[src/rtl/data_mem_port_pkg.sv]
// Shared types for the CPU-side data memory port: FSM states, access lengths
// and the alignment rule used to reject accesses before they reach memory.
package data_mem_port_pkg;

    typedef enum logic [2:0] {
        IDLE,
        READ,
        WRITE,
        DONE,
        ERR
    } MemStateEnum;

    localparam logic [1:0] BYTE = 2'b00;
    localparam logic [1:0] HALF = 2'b01;
    localparam logic [1:0] WORD = 2'b11;

    // 2'b10 is not a legal length and is rejected like a misaligned access
    function automatic logic access_bad(input logic [1:0] lane, input logic [1:0] len);
        case (len)
            BYTE:    access_bad = 1'b0;
            HALF:    access_bad = lane[0];
            WORD:    access_bad = (lane != 2'b00);
            default: access_bad = 1'b1;
        endcase
    endfunction

endpackage

[src/rtl/data_mem_port_lane_merger.sv]
// Little-endian lane handling: pulls the addressed byte/half out of a memory word
// (right-justified, upper bits zero) and folds a store lane into an old word.
module lane_merger
    import data_mem_port_pkg::*;
#(
    parameter int DataWidth = 32
) (
    input  logic [DataWidth-1:0] old_word,
    input  logic [DataWidth-1:0] new_data,
    input  logic [1:0]           addr,
    input  logic [1:0]           len,
    output logic [DataWidth-1:0] extracted,
    output logic [DataWidth-1:0] merged
);

    localparam logic [DataWidth-1:0] BYTE_MASK = DataWidth'(8'hFF);
    localparam logic [DataWidth-1:0] HALF_MASK = DataWidth'(16'hFFFF);

    logic [4:0]           shift;
    logic [DataWidth-1:0] lane_mask;

    always_comb begin
        shift     = 5'd0;
        lane_mask = '1;
        extracted = old_word;
        merged    = new_data;
        case (len)
            BYTE: begin
                shift     = {addr, 3'b000};
                lane_mask = BYTE_MASK << shift;
                extracted = (old_word >> shift) & BYTE_MASK;
                merged    = (old_word & ~lane_mask) | ((new_data & BYTE_MASK) << shift);
            end
            HALF: begin
                shift     = {addr[1], 4'b0000};
                lane_mask = HALF_MASK << shift;
                extracted = (old_word >> shift) & HALF_MASK;
                merged    = (old_word & ~lane_mask) | ((new_data & HALF_MASK) << shift);
            end
            default: begin
                extracted = old_word;
                merged    = new_data;
            end
        endcase
    end

endmodule

[src/rtl/data_mem_port.sv]
// CPU load/store front end for a word-wide memory without byte enables; sub-word
// stores become read-modify-write, and the CPU is stalled until the access completes.
module data_mem_port
    import data_mem_port_pkg::*;
#(
    parameter int DataWidth     = 32,
    parameter int DataAddrWidth = 32,
    parameter int MemAddrWidth  = 16
) (
    input  logic                     clock,
    input  logic                     reset,
    input  logic                     read,
    input  logic                     write,
    input  logic [1:0]               lsLength,
    input  logic [DataAddrWidth-1:0] dataAddr,
    input  logic [DataWidth-1:0]     wData,
    output logic [DataWidth-1:0]     rData,
    output logic                     stall,
    output logic                     misalign,
    output logic                     memReq,
    output logic                     memWrite,
    output logic [MemAddrWidth-1:0]  memAddr,
    output logic [DataWidth-1:0]     memWData,
    input  logic [DataWidth-1:0]     memRData,
    input  logic                     memAck
);

    MemStateEnum          state, next_state;
    logic                 request, bad;
    logic                 op_store;
    logic [1:0]           len_q, lane_q;
    logic [DataWidth-1:0] wdata_q;
    logic [DataWidth-1:0] extracted, merged;
    logic                 unused_addr;

    assign request     = read | write;
    assign bad         = access_bad(dataAddr[1:0], lsLength);
    assign unused_addr = ^dataAddr[DataAddrWidth-1:MemAddrWidth+2];

    always_ff @(posedge clock or posedge reset) begin
        if (reset) state <= IDLE;
        else       state <= next_state;
    end

    always_comb begin
        next_state = state;
        case (state)
            IDLE: begin
                if (request) begin
                    if (bad)                           next_state = ERR;
                    else if (write && lsLength == WORD) next_state = WRITE;
                    else                               next_state = READ;
                end
            end
            READ:    if (memAck) next_state = op_store ? WRITE : DONE;
            WRITE:   if (memAck) next_state = DONE;
            default: next_state = IDLE;
        endcase
    end

    always_comb begin
        memReq   = (state == READ) || (state == WRITE);
        memWrite = (state == WRITE);
        misalign = (state == ERR);
        stall    = memReq || (state == IDLE && request);
    end

    // Request context is only read after capture, so it needs no reset
    always_ff @(posedge clock) begin
        if (state == IDLE && request) begin
            op_store <= write;
            len_q    <= lsLength;
            lane_q   <= dataAddr[1:0];
            wdata_q  <= wData;
        end
    end

    always_ff @(posedge clock or posedge reset) begin
        if (reset) begin
            rData    <= '0;
            memAddr  <= '0;
            memWData <= '0;
        end else begin
            case (state)
                IDLE: begin
                    if (request && bad) begin
                        rData <= '0;
                    end else if (request) begin
                        memAddr <= dataAddr[MemAddrWidth+1:2];
                        if (write) memWData <= wData;
                    end
                end
                READ: begin
                    if (memAck) begin
                        if (op_store) memWData <= merged;
                        else          rData    <= extracted;
                    end
                end
                default: ;
            endcase
        end
    end

    lane_merger #(
        .DataWidth(DataWidth)
    ) u_lane_merger (
        .old_word (memRData),
        .new_data (wdata_q),
        .addr     (lane_q),
        .len      (len_q),
        .extracted(extracted),
        .merged   (merged)
    );

endmodule

[config.mk]
export PLATFORM = sky130hd
export DESIGN_NAME = data_mem_port
export DESIGN_NICKNAME = d
export VERILOG_FILES = /design/src/rtl/data_mem_port_pkg.sv /design/src/rtl/data_mem_port_lane_merger.sv /design/src/rtl/data_mem_port.sv
export SDC_FILE = /design/constraint.sdc
export NUM_CORES = 1
export LEC_CHECK = 0
export BUFFER_PORTS_ARGS = -buffer_cell sky130_fd_sc_hd__buf_2
export CAP_MARGIN = 20
export CELL_PAD_IN_SITES_DETAIL_PLACEMENT = 1
export CELL_PAD_IN_SITES_GLOBAL_PLACEMENT = 1
export CORE_UTILIZATION = 25
export DETAILED_ROUTE_END_ITERATION = 12
export HOLD_SLACK_MARGIN = 0.1
export MAX_ROUTING_LAYER = met4
export PLACE_DENSITY = 0.67
export RECOVER_POWER = 100
export SETUP_SLACK_MARGIN = 0.4
export SYNTH_ARGS = -nofsm -noshare
export SYNTH_HDL_FRONTEND = slang
export SYNTH_SLANG_ARGS = --single-unit
[constraint.sdc]
create_clock -name clock -period 4.36 [get_ports clock]
set_clock_uncertainty 0.15 [all_clocks]
set_input_delay 0.218 -clock clock [delete_from_list [all_inputs] [get_ports clock]]
set_output_delay 0.218 -clock clock [all_outputs]
set_load 0.01 [all_outputs]
==> run metrics <==
Post-Route WL=21,450 um; count leader, synth=dfrtp_1; Req. time, crit path=4.51 ns; worst hold stages=4; Root Driver=clkbuf_16; CP cell instances=or4_1 -> clkinv_2 -> nand2_1 -> mux2_1; largest net degree at the start of global routing=47; first-pass GRT wire length=32,870 um; Synth top cells by count=83 x dfrtp_1, 53 x nand2_1, 42 x o21ai_0, 40 x nor2_1, 37 x edfxtp_1; gr usage total=18.83%; slowest stage delay, CP=0.68 ns; top cells by area, synth=dfrtp_1 35%, edfxtp_1 19%, mux2i_1 4.4%, a22o_1 4.3%, o21ai_0 3.6%; setup TNS=0 ns; Static Leak=3.387 nW; DRC viols=0; Post-CTS Hold Fix Bufs=80; GRT overflow=0; max-slew violation count=39; First-pass DRT Iterations=4; Worst Path Max Fanout=38; outcome=finished, violations left; Worst R2R Setup Slack=1.24 ns; Row Count=55; die area=24,050 sq um; setup bufs post-CTS=0; die span in x=155.1 um; CP Data Arrival Time=3.27 ns; crit path buf inv count=1; CTS HTree Levels=4; area of the core=22,780 sq um; slowest CP cell=or4_1; P&R area growth vs syn=39.90%; initial DRC count=336; Hold Vio Cnt, Final=0; Via density=4.824; fill cell count=2,636; Synth cell types=46; Cells after DPL=997; CTS tree=built; final worst slack=1.238 ns; Post-CTS Resized=0; routed vias=5,355; TritonCTS Buffers=17; final worst path period share=71.62%; Critical R2R Launch=state[1]; worst rel slew slack=-20.25%; GP Congestion=0.8369; Worst Hold Class=in2reg; Mapped Area=5858 sq um; CTS Sinks=120; multi-input logic area=2349 sq um; Nets=887; initial antenna violation count=0; endpoint class of the critical path=flip-flop; drt wl/cell=19.33 um; synth warn=0; final design utilization=35.98%; Yosys top cell area share=35.45%; fraction of registers with async set/reset=69.17%; Antenna Nets Post-Route=0; worst slew pin tran=1.794 ns; DP HPWL=15,260 um; post-synthesis cell count=543; Seq cells post-synth=120; FF-to-FF path depth=4; Skew-Pair Late Insertion Delay=0.43 ns; CP Class=reg2reg; Reg area=3188 sq um; Setup WS pre-CTS=1.709 ns; P per Cell Area=667.5 nW/um^2; fraction of layout cells with a size suffix above 1=13.93%; syn nets=646; startpoint types=flip-flop; Setup-failing EPs final=0; n_diodes=0; Fmax=320.3 MHz; Worst VDD drop=0.0002869 V; sequential area share after synthesis=54.42%; Synth Area per Inst=10.79 sq um; vias in the first global route=5,592; RSZ-0062 raised after global routing=no; most used flip-flop cell after synthesis=dfrtp_1; Worst-path clk slew=0.06 ns; CTS max path bufs=2; violated checks=max-capacitance violations, max-slew violations; num ports=187; Post-synth EDFFs=37; hold_sp=memRData[5]; non-filler cells, final=1,110; WHS Endpoint=rData[5]; post-synth top area cell=dfrtp_1; port buffer count=172; initial cell density of the core=25.72%; Die H=155.1 um; Worst R2R End=memAddr[3]; Top delay family on crit path=simple AND/OR/NAND/NOR gates; Period minus WS final=3.122 ns; max_cap viols=1
routing by layer:
layer  up-vias  part of all wire, %  track usage (%)
li1       2479                    -                -
met1      2666                   45            24.30
met2       186                   47            29.19
met3        24                  5.9            4.290
met4         0                  1.5            6.035
met5         -                    0                -
sequential cells by signal, summed over array words and instances (netlist names):
name and flops:
rData 32, memWData 32, memAddr 16, state 3, len_q 2, lane_q 2, op_store 1, wdata_q 32
power breakdown:
part / internal [mW] / total, mW / switching [mW]
Combinational: 0.774 / 2.05 / 1.27
Clock: 0.877 / 1.43 / 0.553
Sequential: 1.66 / 1.99 / 0.338
cell usage in the layout, fill, tap and decap left out, drive strengths merged, types with 2 or more instances in the layout:
cell type and count:
a211oi 5, a21o 5, bufinv 2, mux2 24, dfrtp 83, nand2b 6
buf 60, nor2 44, o21ai 46, a22o 29, a221o 4, and2 2
a21oi 21, o31ai 11, clkinv 9, a32o 7, or2 2, inv 22
a31oi 2, nand2 54, edfxtp 37, nand3 32, a221oi 17, dlygate4sd3 80
o21bai 2, clkinvlp 2, mux2i 26, and3 10, clkbuf 141
worst reg2reg max path, cell delays in order (launching register included):
cell and delay (ns):
dfrtp_1 0.50, or4_1 0.68, clkinv_2 0.54, nand2_1 0.63, mux2_1 0.51
layout make-up:
cell class / instances / share of cell area, %
clock buffers: 18 / 5.496
clock inverters: 14 / 1.786
inverters: 21 / 0.9924
multi-input cells: 361 / 28.66
flip-flops and latches: 120 / 38.90
well taps: 313 / 4.779
repair buffers: 263 / 19.39
how the worst max path moves through the flow:
| stage | startpoint | end | cells past startpoint |
|---|---|---|---|
| finish | state[1] | memAddr[3] | 4 |
| global route | reset | rData[24] | 4 |
| CTS | state[1] | stall | 4 |
| detailed placement | state[1] | memAddr[6] | 4 |
| global placement | state[1] | memAddr[2] | 4 |
| floorplan | reset | memAddr[0] | 1 |
cells by family (layout without fill, tap and decap cells):
group / Yosys count / in the layout / share of synthesized area, %
DFF: 120 / 120 / 54.42
and+or+nand+nor: 157 / 157 / 12.64
AOI/OAI and AO/OA: 154 / 154 / 18.52
muxes: 50 / 50 / 9.697
buffers and inverters: 62 / 316 / 4.720
stage by stage:
step / total power [mW] / instance area [sq um] / hold slack (ns)
2_1_floorplan: 3.291 / 5858 / 0.1669
3_3_place_gp: 4.091 / 7002 / 0.1867
3_5_place_dp: 4.147 / 7002 / 0.1999
4_1_cts: 5.667 / 8399 / 0.1035
5_1_grt: 5.815 / 8195 / 0.1129
6_report: 5.470 / 8195 / 0.1252
(Power assumes the default switching activity.)
